<file path="config.mk">
export PLATFORM = sky130hd
export DESIGN_NAME = hls_deadlock_param_monitor
export DESIGN_NICKNAME = d
export VERILOG_FILES = /design/src/rtl/hls_deadlock_pkg.sv /design/src/rtl/hls_deadlock_param_monitor_proc_stop.sv /design/src/rtl/hls_deadlock_param_monitor.sv
export SDC_FILE = /design/constraint.sdc
export NUM_CORES = 1
export LEC_CHECK = 0
export CORE_ASPECT_RATIO = 1.25
export CORE_MARGIN = 1.5
export CORE_UTILIZATION = 37
export DETAILED_ROUTE_END_ITERATION = 6
export GPL_ROUTABILITY_DRIVEN = 0
export PLACE_DENSITY_LB_ADDON = 0.25
export SLEW_MARGIN = 15
export SYNTH_ARGS = -nofsm -noshare
export SYNTH_HDL_FRONTEND = slang
export SYNTH_SLANG_ARGS = --single-unit
</file>
<file path="constraint.sdc">
create_clock -name clock -period 2.68 [get_ports clock]
set_input_delay 0.402 -clock clock [delete_from_list [all_inputs] [get_ports clock]]
set_output_delay 0.402 -clock clock [all_outputs]
set_load 0.05 [all_outputs]
</file>
<file path="src/rtl/hls_deadlock_pkg.sv">
// Shared types and helpers for the HLS dataflow deadlock monitor.
// Holds the FSM state encoding, saturating increment and stall-counter sizing.
package hls_deadlock_pkg;

   typedef enum logic [1:0] {
      ST_IDLE     = 2'd0,
      ST_SUSPECT  = 2'd1,
      ST_DEADLOCK = 2'd2
   } dl_state_t;

   // Wide enough to hold 0..thresh so the stall counter can never wrap.
   function automatic int stall_cnt_width(input int thresh);
      return $clog2(thresh + 1);
   endfunction

   // Increment that sticks at the all-ones value of a width-bit field.
   function automatic logic [31:0] sat_inc(input logic [31:0] val, input int width);
      logic [31:0] max_v;
      if (width >= 32) begin
         max_v = 32'hFFFF_FFFF;
      end else begin
         max_v = (32'd1 << width) - 32'd1;
      end
      if (val >= max_v) begin
         return max_v;
      end else begin
         return val + 32'd1;
      end
   endfunction

endpackage

</file>
<file path="src/rtl/hls_deadlock_param_monitor_proc_stop.sv">
// Per-process stop detection: qualifies owned AXIS stalls with the child
// monitor's block and folds in idle / FIFO-block status.
module hls_deadlock_proc_stop
   import hls_deadlock_pkg::*;
#(
   parameter int                N_AXIS = 4,
   parameter logic [N_AXIS-1:0] MAP    = {N_AXIS{1'b0}}
) (
   input  logic [N_AXIS-1:0] axis_block_sigs,
   input  logic              inst_idle,
   input  logic              inst_block,
   input  logic              sub_block,
   output logic              axis_qual,
   output logic              stop,
   output logic              stall
);

   logic owned_axis_s;

   assign owned_axis_s = |(axis_block_sigs & MAP);
   assign axis_qual    = sub_block & owned_axis_s;
   assign stop         = inst_idle | inst_block | axis_qual;
   assign stall        = inst_block | axis_qual;

endmodule

</file>
<file path="src/rtl/hls_deadlock_param_monitor.sv">
// Deadlock monitor for one HLS dataflow region: a stop condition must persist
// STALL_THRESH cycles before block is raised; snapshot and event count latch on entry.
module hls_deadlock_param_monitor
   import hls_deadlock_pkg::*;
#(
   parameter int                       N_PROC       = 7,
   parameter int                       N_AXIS       = 4,
   parameter logic [N_PROC*N_AXIS-1:0] AXIS_MAP     = {(N_PROC*N_AXIS){1'b0}},
   parameter int                       STALL_THRESH = 16,
   parameter int                       STICKY       = 1,
   parameter int                       CNT_W        = 8
) (
   input  logic              clock,
   input  logic              reset,
   input  logic              enable,
   input  logic              clear,
   input  logic [N_AXIS-1:0] axis_block_sigs,
   input  logic [N_PROC-1:0] inst_idle_sigs,
   input  logic [N_PROC-1:0] inst_block_sigs,
   input  logic [N_PROC-1:0] sub_block,
   output logic              block,
   output logic [N_PROC-1:0] stall_vec,
   output logic [CNT_W-1:0]  deadlock_cnt
);

   localparam int            CW       = stall_cnt_width(STALL_THRESH);
   localparam logic [CW-1:0] LAST_CNT = CW'(STALL_THRESH - 1);
   localparam logic [CW-1:0] ONE_CNT  = CW'(1);
   localparam logic [CW-1:0] ZERO_CNT = {CW{1'b0}};

   logic [N_PROC-1:0] axis_q_s;
   logic [N_PROC-1:0] stop_s;
   logic [N_PROC-1:0] stall_s;
   logic              all_stop_s;
   logic              has_axis_s;
   logic              cond_s;

   dl_state_t         state_r;
   dl_state_t         state_nxt_s;
   logic [CW-1:0]     cnt_r;
   logic [CW-1:0]     cnt_nxt_s;
   logic              enter_dl_s;
   logic              leave_dl_s;

   logic              block_r;
   logic [N_PROC-1:0] stall_vec_r;
   logic [CNT_W-1:0]  deadlock_cnt_r;

   for (genvar p = 0; p < N_PROC; p++) begin : g_proc
      hls_deadlock_proc_stop #(
         .N_AXIS (N_AXIS),
         .MAP    (AXIS_MAP[p*N_AXIS +: N_AXIS])
      ) u_stop (
         .axis_block_sigs (axis_block_sigs),
         .inst_idle       (inst_idle_sigs[p]),
         .inst_block      (inst_block_sigs[p]),
         .sub_block       (sub_block[p]),
         .axis_qual       (axis_q_s[p]),
         .stop            (stop_s[p]),
         .stall           (stall_s[p])
      );
   end

   // An all-idle region is not a deadlock: at least one AXIS stall must be present.
   assign all_stop_s = &stop_s;
   assign has_axis_s = |axis_q_s;
   assign cond_s     = enable & all_stop_s & has_axis_s;

   // Next-state and stall-counter logic; disabling the monitor always returns to IDLE.
   always_comb begin
      state_nxt_s = state_r;
      cnt_nxt_s   = cnt_r;
      if (!enable) begin
         state_nxt_s = ST_IDLE;
         cnt_nxt_s   = ZERO_CNT;
      end else begin
         case (state_r)
            ST_IDLE: begin
               if (cond_s) begin
                  if (STALL_THRESH == 1) begin
                     state_nxt_s = ST_DEADLOCK;
                     cnt_nxt_s   = ZERO_CNT;
                  end else begin
                     state_nxt_s = ST_SUSPECT;
                     cnt_nxt_s   = ONE_CNT;
                  end
               end else begin
                  state_nxt_s = ST_IDLE;
                  cnt_nxt_s   = ZERO_CNT;
               end
            end
            ST_SUSPECT: begin
               if (!cond_s) begin
                  state_nxt_s = ST_IDLE;
                  cnt_nxt_s   = ZERO_CNT;
               end else if (cnt_r == LAST_CNT) begin
                  state_nxt_s = ST_DEADLOCK;
                  cnt_nxt_s   = ZERO_CNT;
               end else begin
                  state_nxt_s = ST_SUSPECT;
                  cnt_nxt_s   = cnt_r + ONE_CNT;
               end
            end
            ST_DEADLOCK: begin
               cnt_nxt_s = ZERO_CNT;
               // A sticky declaration ignores the live condition; only clear releases it.
               if (STICKY != 0) begin
                  if (clear) begin
                     state_nxt_s = ST_IDLE;
                  end else begin
                     state_nxt_s = ST_DEADLOCK;
                  end
               end else begin
                  if (clear || !cond_s) begin
                     state_nxt_s = ST_IDLE;
                  end else begin
                     state_nxt_s = ST_DEADLOCK;
                  end
               end
            end
            default: begin
               state_nxt_s = ST_IDLE;
               cnt_nxt_s   = ZERO_CNT;
            end
         endcase
      end
   end

   assign enter_dl_s = (state_nxt_s == ST_DEADLOCK) && (state_r != ST_DEADLOCK);
   assign leave_dl_s = (state_r == ST_DEADLOCK) && (state_nxt_s != ST_DEADLOCK);

   // State, counter and registered outputs; snapshot and event count update on entry.
   always_ff @(posedge clock or negedge reset) begin
      if (!reset) begin
         state_r        <= ST_IDLE;
         cnt_r          <= ZERO_CNT;
         block_r        <= 1'b0;
         stall_vec_r    <= {N_PROC{1'b0}};
         deadlock_cnt_r <= {CNT_W{1'b0}};
      end else begin
         state_r <= state_nxt_s;
         cnt_r   <= cnt_nxt_s;
         block_r <= (state_nxt_s == ST_DEADLOCK);
         if (enter_dl_s) begin
            stall_vec_r    <= stall_s;
            deadlock_cnt_r <= CNT_W'(sat_inc(32'(deadlock_cnt_r), CNT_W));
         end else if (leave_dl_s) begin
            stall_vec_r    <= {N_PROC{1'b0}};
         end else begin
            stall_vec_r    <= stall_vec_r;
         end
      end
   end

   assign block        = block_r;
   assign stall_vec    = stall_vec_r;
   assign deadlock_cnt = deadlock_cnt_r;

endmodule

</file>
# Word-level counts from Yosys, hierarchy flattened
# Index checks and enable logic that the tools add are counted.
[totals]
register_bits = 18
out_inout_bits = 16
latchBits = 0
mem_count = 0
mem_bits_ro = 0
word_cells = 20
in_bits = 29
ramBits = 0
[op_classes]
div_mod_pow = 0
reduce_logical = 3
bitwise_logic = 0
eq_ne = 4
add_sub_neg = 1
n_mul = 0
muxes = 7
n_shift = 0
magnitude_cmp = 1
[op_table]
columns = ["operator", "n"]
rows = [
  ["$ge 8x32->1", 1],
  ["$mux 32", 1],
  ["$mux 7", 2],
  ["$add 8x1->8 const B", 1],
  ["$mux 8", 1],
  ["$mux 2", 3],
  ["$eq 2x2->1 const B", 2],
  ["$ne 2x2->1 const B", 2],
  ["$logic_and 1x1->1", 2],
  ["$reduce_bool 2->1", 1],
]

# Depth between registers and ports, before layout
# Gate-level depths: netlist (run 1).
[logic_depth]
depth_word = 8
mapped_depth = 6
depth_no_buf = 6

# By module
# A second synthesis (run 1) with hierarchy kept.
[unflattened]
cells_unflattened = 131
hier_area_um2 = 1247.4
[by_module_without_submodules]
columns = ["mod", "n_inst", "seq_area_each_um2", "area_per_inst_um2", "cells_per_inst"]
rows = [
  ["hls_deadlock_param_monitor", 1, 575.6, 1072.3, 103],
  ["hls_deadlock_proc_stop", 7, 0.0, 25.0, 4],
]

# Worst setup path before layout (run 1)
# No wires, ideal clock.
[synth_timing]
path_kind = "reg-to-reg"
startpoint = "register, netlist name block"
endpoint = "register deadlock_cnt_r[5], in the netlist deadlock_cnt[5]"
arrival_ns = 1.805
setup_ns = 0.069
path_buffers = 0
stages_incl_launch_ff = 7
path_slack_ns = 0.806
synth_period_minus_slack_ns = 1.874
t_required_ns = 2.611
cell_sequence = "dfrtp_1 > inv_1 > nor3b_1 > ha_1 > nand4_1 > or3_1 > nand3_1"
[synth_lines]
columns = ["item", "line_no", "rtl"]
rows = [
  ["to (signal assigned)", "hls_deadlock_param_monitor.sv:139", "deadlock_cnt_r <= {CNT_W{1'b0}};"],
  ["to (signal assigned)", "hls_deadlock_param_monitor.sv:146", "deadlock_cnt_r <= CNT_W'(sat_inc(32'(deadlock_cnt_r), CNT_W));"],
  ["to (decl)", "hls_deadlock_param_monitor.sv:47", "logic [CNT_W-1:0] deadlock_cnt_r;"],
]

# Worst setup path in the final report (run 1)
[layout_timing]
startpoint = "register deadlock_cnt_r[3], in the netlist deadlock_cnt[3]"
endpoint = "output port deadlock_cnt[3]"
[layout_lines]
columns = ["item", "line_no", "rtl"]
rows = [
  ["to (decl)", "hls_deadlock_param_monitor.sv:23", "output logic [CNT_W-1:0] deadlock_cnt"],
]
# No word-level cell between the ends.

==> metrics.md, run 1 <==
| Metric | Value |
|---|---|
| Status | complete, no violations |
| CP Class | reg2out |
| Yosys reg bits | 16 |
| Top Family by Delay on Critical Path | buffers and inverters |
| Setup crit start kind | flop |
| Fmax achieved | 499.3 MHz |
| Inst Count DP | 114 |
| I/O pin count | 45 |
| Int Pwr | 0.3408 mW |
| Yosys top cell area share | 0.5704 |
| HP Class | reg2reg |
| Routed WL | 1442 um |
| Clock sink total | 16 |
| First-pass GRT wire length | 2601 um |
| Fin crit share | 0.7474 |
| Leakage | 0.4405 nW |
| Synthesized area per cell | 10.03 um^2 |
| FP Rows | 17 |
| Post-DP HPWL | 1074 um |
| Max Root-Sink Buffers | 2 |
| CTS tree | built |
| Die H | 51.70 um |
| Switching share of power | 0.1997 |
| CP required | 2280 ps |
| I/O Buffers | 26 |
| Starting density of the core | 0.3976 |
| Cells after Synth | 70 |
| Grt ovf | 0 |
| CTS clk-pin slew, worst paths | 90 ps |
| Largest net degree at the start of global routing | 17 |
| Initial antenna violation count | 0 |
| Number of setup violations in the final report | 0 |
| Initial DRT Pass Iterations | 4 |
| Gr usage total | 0.1573 |
| Vias in the first global route | 619 |
| Number of DRC markers in iteration 0 | 8 |
| Area contributors post-synth | dfrtp_1 (57%), nand2_1 (9.6%), o21ai_1 (5.7%) |
| Setup bufs post-CTS | 0 |
| Post-DR vias/cell | 5.068 |
| Crit. End Element | output port |
| Largest area contributor in the netlist | dfrtp_1 |
| Htree depth | 1 |
| Crit-path cells | clkdlybuf4s50_1 |
| # hold bufs at CTS | 0 |
| FFs w/ async S/R, synth | 1.000 |
| Final setup TNS | 0 ps |
| Total CTS buffers | 3 |
| Final WS setup | 677.1 ps |
| Register area share after synthesis | 0.5704 |
| Layout Skew | 3.733 ps |
| Synth Net Count | 101 |
| Pwr dens | 416.6 nW/um^2 |
| Synth unique cells | 24 |
| Number of synthesized flops with an enable pin | 0 |
| Critical path arrival | 1600 ps |
| Vias | 598 |
| Slew @ Worst Pin | 712.6 ps |
| Critical path peak fanout | 6 |
| Final cell count without fillers | 118 |
| Synthesized cell area | 701.9 um^2 |
| Comb pwr share | 0.065 |
| Fillers | 164 |
| Fin. max-slew vios | 0 |
| CP max stage cell | clkdlybuf4s50_1 |
| WP buf/inv | 1 |
| Number of diodes | 0 |
| Area growth, synth to finish | 45.63% |
| Peak VDD IR | 277.2 uV |
| Hold_ws | 498.9 ps |
| Worst-Skew Late Latency | 280 ps |
| Dpl ws | 503.0 ps |
| Nets@finish | 131 |
| Clock group share of total power | 0.364 |
| Fraction of layout cells with a size suffix above 1 | 0.08081 |
| Register share of total power | 0.572 |
| Area of the die | 2169 um^2 |
| DRC Markers | 0 |
| RSZ-0062 raised after global routing | no |
| Root Driver | clkbuf_4 |
| Min cycle time layout | 2003 ps |
| Avg WL per Cell | 12.22 um |
| Synthesis warning total | 0 |
| Synth Flop Type | dfrtp_1 |
| CP peak stage delay | 850 ps |
| Post-CTS sizing | 0 |
| Core area | 1765 um^2 |
| Final Hold Viols | 0 |
| Max-Cap Viols | 0 |
| Routed Antenna Nets | 0 |
| Slew HR | 0.5235 |
| Floorplan die width | 41.96 um |
| Sw Pwr | 0.08507 mW |
==> layout make-up <==
class / count / area [um^2] / share of cell area
well taps: 19 / 23.77 / 0.02326
clock buffers: 4 / 36.28 / 0.03550
inverters: 2 / 7.507 / 0.007344
flip-flops and latches: 16 / 400.4 / 0.3917
multi-input cells: 50 / 286.5 / 0.2803
repair buffers: 27 / 267.8 / 0.2619
==> cells in the mapped netlist, types with 2 or more instances <==
cell / count
mux2i_1: 2
ha_1: 2
nand2_1: 18
nor2_1: 4
dfrtp_1: 16
a21oi_1: 2
o21ai_1: 8
nand3_1: 2
==> logic make-up after synthesis <==
logic type	count (synthesis)	synth area share
compound gates	13	0.1087
xor+xnor	2	0.02496
fa+ha+maj	2	0.03564
flops	16	0.5704
simple gates	31	0.2103
mux	2	0.02852
buf+inv	4	0.02137
==> metrics by stage <==
| stage | total power, mW | utilization | instance area, um^2 |
|---|---|---|---|
| 6_report | 0.4259 | 0.5790 | 1022 |
| 5_1_grt | 0.4446 | 0.5790 | 1022 |
| 4_1_cts | 0.4317 | 0.5790 | 1022 |
| 3_5_place_dp | 0.2763 | 0.5585 | 985.9 |
| 3_3_place_gp | 0.2758 | 0.5585 | 985.9 |
| 2_1_floorplan | 0.2542 | - | 701.9 |
==> registers in the layout, summed over array words and instances, names as in the netlist <==
| register | cells |
|---|---|
| deadlock_cnt | 8 |
| block | 1 |
| stall_vec | 7 |
==> power groups by stage <==
stage               combinational [mW]  sequential, mW  clock, mW
floorplan                      0.00168           0.252          0
global placement                0.0276           0.248          0
detailed placement              0.0280           0.248          0
CTS                             0.0281           0.244      0.160
global route                    0.0302           0.244      0.171
finish                          0.0275           0.243      0.155
==> layout by cell type, fill, tap and decap left out, drive strengths merged, types with 2 or more instances in the layout <==
master and n:
nand3 2, clkdlybuf4s50 26, dfrtp 16, nor2 4
nand4 2, o21ai 9, ha 2, mux2i 2
nand2 18, or3 2, a21oi 2, clkbuf 4
==> final timing paths <==
| kind | startpoint | end | slack, ps | cells past startpoint |
|---|---|---|---|---|
| setup / recovery | deadlock_cnt[3] | deadlock_cnt[3] | 680 | 1 |
| hold / removal | stall_vec[1] | stall_vec[1] | 500 | 2 |
| setup reg to reg | block | deadlock_cnt[5] | 980 | 6 |
| hold reg to reg | stall_vec[1] | stall_vec[1] | 500 | 2 |
| max in group asynchronous | reset | stall_vec[4] | 1690 | 1 |
| min in group asynchronous | reset | deadlock_cnt[3] | 540 | 1 |
==> worst register-to-register path: stages (launching register included) <==
cell	delay [ps]
dfrtp_1	350
inv_1	50
nor3b_1	260
ha_1	280
nand4_1	220
or3_1	390
nand3_1	80
==> per-layer routing <==
metal  global-route usage  vias up  wire (um)
met2               0.2917       25        670
met5                    0        -          0
li1                     -      297          -
met4              0.06452        0         18
met3              0.02431        4        107
met1               0.1786      272        645
Power figures use the tool's default switching activity.
==> inputs of run 2 (changes only) <==
Settings changed: CORE_UTILIZATION 37 to 35.
Clock period 2.68 ns to 2.08 ns, I/O delays scaled along.
==> metrics.md, run 2 (same netlist as run 1, synthesis figures left out) <==
| Metric | Value |
|---|---|
| Avg WL per Cell | 11.34 um |
| Fraction of layout cells with a size suffix above 1 | 0.09000 |
| Root Driver | clkbuf_4 |
| Crit. End Element | output port |
| Starting density of the core | 0.3837 |
| Grt ovf | 0 |
| CP required | 1770 ps |
| Initial antenna violation count | 0 |
| Switching share of power | 0.2000 |
| Peak VDD IR | 205.1 uV |
| I/O Buffers | 26 |
| Slew @ Worst Pin | 493.4 ps |
| Total CTS buffers | 3 |
| Core area | 1829 um^2 |
| Number of flip-flops in the largest register | 8 |
| Die H | 53.07 um |
| Number of setup violations in the final report | 0 |
| HP Class | in2async |
| Sw Pwr | 0.1002 mW |
| WP buf/inv | 1 |
| Slew HR | 0.6700 |
| CP max stage cell | clkdlybuf4s50_1 |
| DP Area | 1001 um^2 |
| Status | complete, no violations |
| Setup bufs post-CTS | 0 |
| CP Class | reg2out |
| Inst Count DP | 116 |
| Floorplan die width | 43.06 um |
| Min cycle time layout | 1899 ps |
| Int Pwr | 0.4009 mW |
| Register share of total power | 0.626 |
| Top Family by Delay on Critical Path | buffers and inverters |
| Number of DRC markers in iteration 0 | 7 |
| Post-CTS sizing | 0 |
| Pwr dens | 489.7 nW/um^2 |
| Post-route cell area | 1023 um^2 |
| Initial DRT Pass Iterations | 4 |
| Vias in the first global route | 569 |
| Area growth, synth to finish | 45.81% |
| Routed WL | 1350 um |
| Critical path arrival | 1590 ps |
| RSZ-0062 raised after global routing | no |
| Layout Skew | 0.5066 ps |
| Leakage | 0.4423 nW |
| Core Util, Final | 0.5595 |
| Fin. max-slew vios | 0 |
| Design Power | 0.5012 mW |
| I/O pin count | 45 |
| Final Hold Viols | 0 |
| # hold bufs at CTS | 0 |
| Final cell count without fillers | 119 |
| Clock group share of total power | 0.301 |
| Number of diodes | 0 |
| Commonest non-fill, non-tap cell in the layout | clkdlybuf4s50_1 |
| CP peak stage delay | 840 ps |
| Vias | 593 |
| CTS clk-pin slew, worst paths | 80 ps |
| Max-Cap Viols | 0 |
| Critical path startpoint | deadlock_cnt[3] |
| DRC Markers | 0 |
| Largest net degree at the start of global routing | 17 |
| Max Root-Sink Buffers | 2 |
| FP Rows | 17 |
| Fmax achieved | 526.7 MHz |
| Post-DR vias/cell | 4.983 |
| Htree depth | 1 |
| Crit-path cells | clkdlybuf4s50_1 |
| Post-DP HPWL | 1036 um |
| Gr usage total | 0.1464 |
| Nets@finish | 133 |
| Critical path peak fanout | 6 |
| Comb pwr share | 0.073 |
| Most frequent cells in the layout | clkdlybuf4s50_1 (26), nand2_1 (18), dfrtp_1 (16) |
| Routed Antenna Nets | 0 |
| Worst-Skew Late Latency | 280 ps |
| CTS tree | built |
| First-pass GRT wire length | 2442 um |
| Final setup TNS | 0 ps |
| R2R Path Start | block |
| Fin crit share | 0.9129 |
| Area of the die | 2285 um^2 |
| Clock sink total | 16 |
| Setup crit start kind | flop |
==> run 2: cell count changes in the layout (fill, tap and decap cells not counted), sizes merged <==
cell,previous run,this run
buf,1,3
clkbuf,4,3
==> run 2: final cells by class <==
cell class,instances,area [um^2]
Fill cell,168,805.8
Sequential cell,16,400.4
Multi-Input combinational cell,50,286.5
Timing Repair Buffer,29,282.8
Tap cell,19,23.77
Clock buffer,3,22.52
Inverter,2,7.507
==> run 2: metrics by stage <==
step	hold slack [ps]	setup WS, ps
3_3_place_gp	471.3	131.4
4_1_cts	342.1	171.9
6_report	339.3	181.2
2_1_floorplan	16.41	205.7
5_1_grt	356.8	107.9
3_5_place_dp	483.3	60.94
==> run 2: power by group through the flow <==
| stage | Combinational (mW) | Sequential, mW | Clock, mW |
|---|---|---|---|
| floorplan | 0.00217 | 0.325 | 0 |
| global placement | 0.0369 | 0.320 | 0 |
| detailed placement | 0.0373 | 0.320 | 0 |
| CTS | 0.0375 | 0.314 | 0.160 |
| global route | 0.0403 | 0.314 | 0.180 |
| finish | 0.0366 | 0.314 | 0.151 |
==> run 2: final timing paths <==
path / end / slack [ps] / cells past startpoint
max: deadlock_cnt[3] / 180 / 1
min: stall_vec[4] / 340 / 2
max reg2reg: deadlock_cnt[5] / 500 / 6
min reg2reg: stall_vec[5] / 490 / 2
max in group asynchronous: deadlock_cnt[6] / 1570 / 2
min in group clock: stall_vec[5] / 490 / 2
==> run 2: per-layer routing <==
metal / vias up / global-route usage / part of all wire / routed length, um
met4: 0 / 0.07576 / 0.016 / 21
li1: 301 / - / - / -
met5: - / 0 / 0 / 0
met2: 23 / 0.2449 / 0.47 / 629
met1: 266 / 0.1699 / 0.44 / 591
met3: 3 / 0.04096 / 0.079 / 106
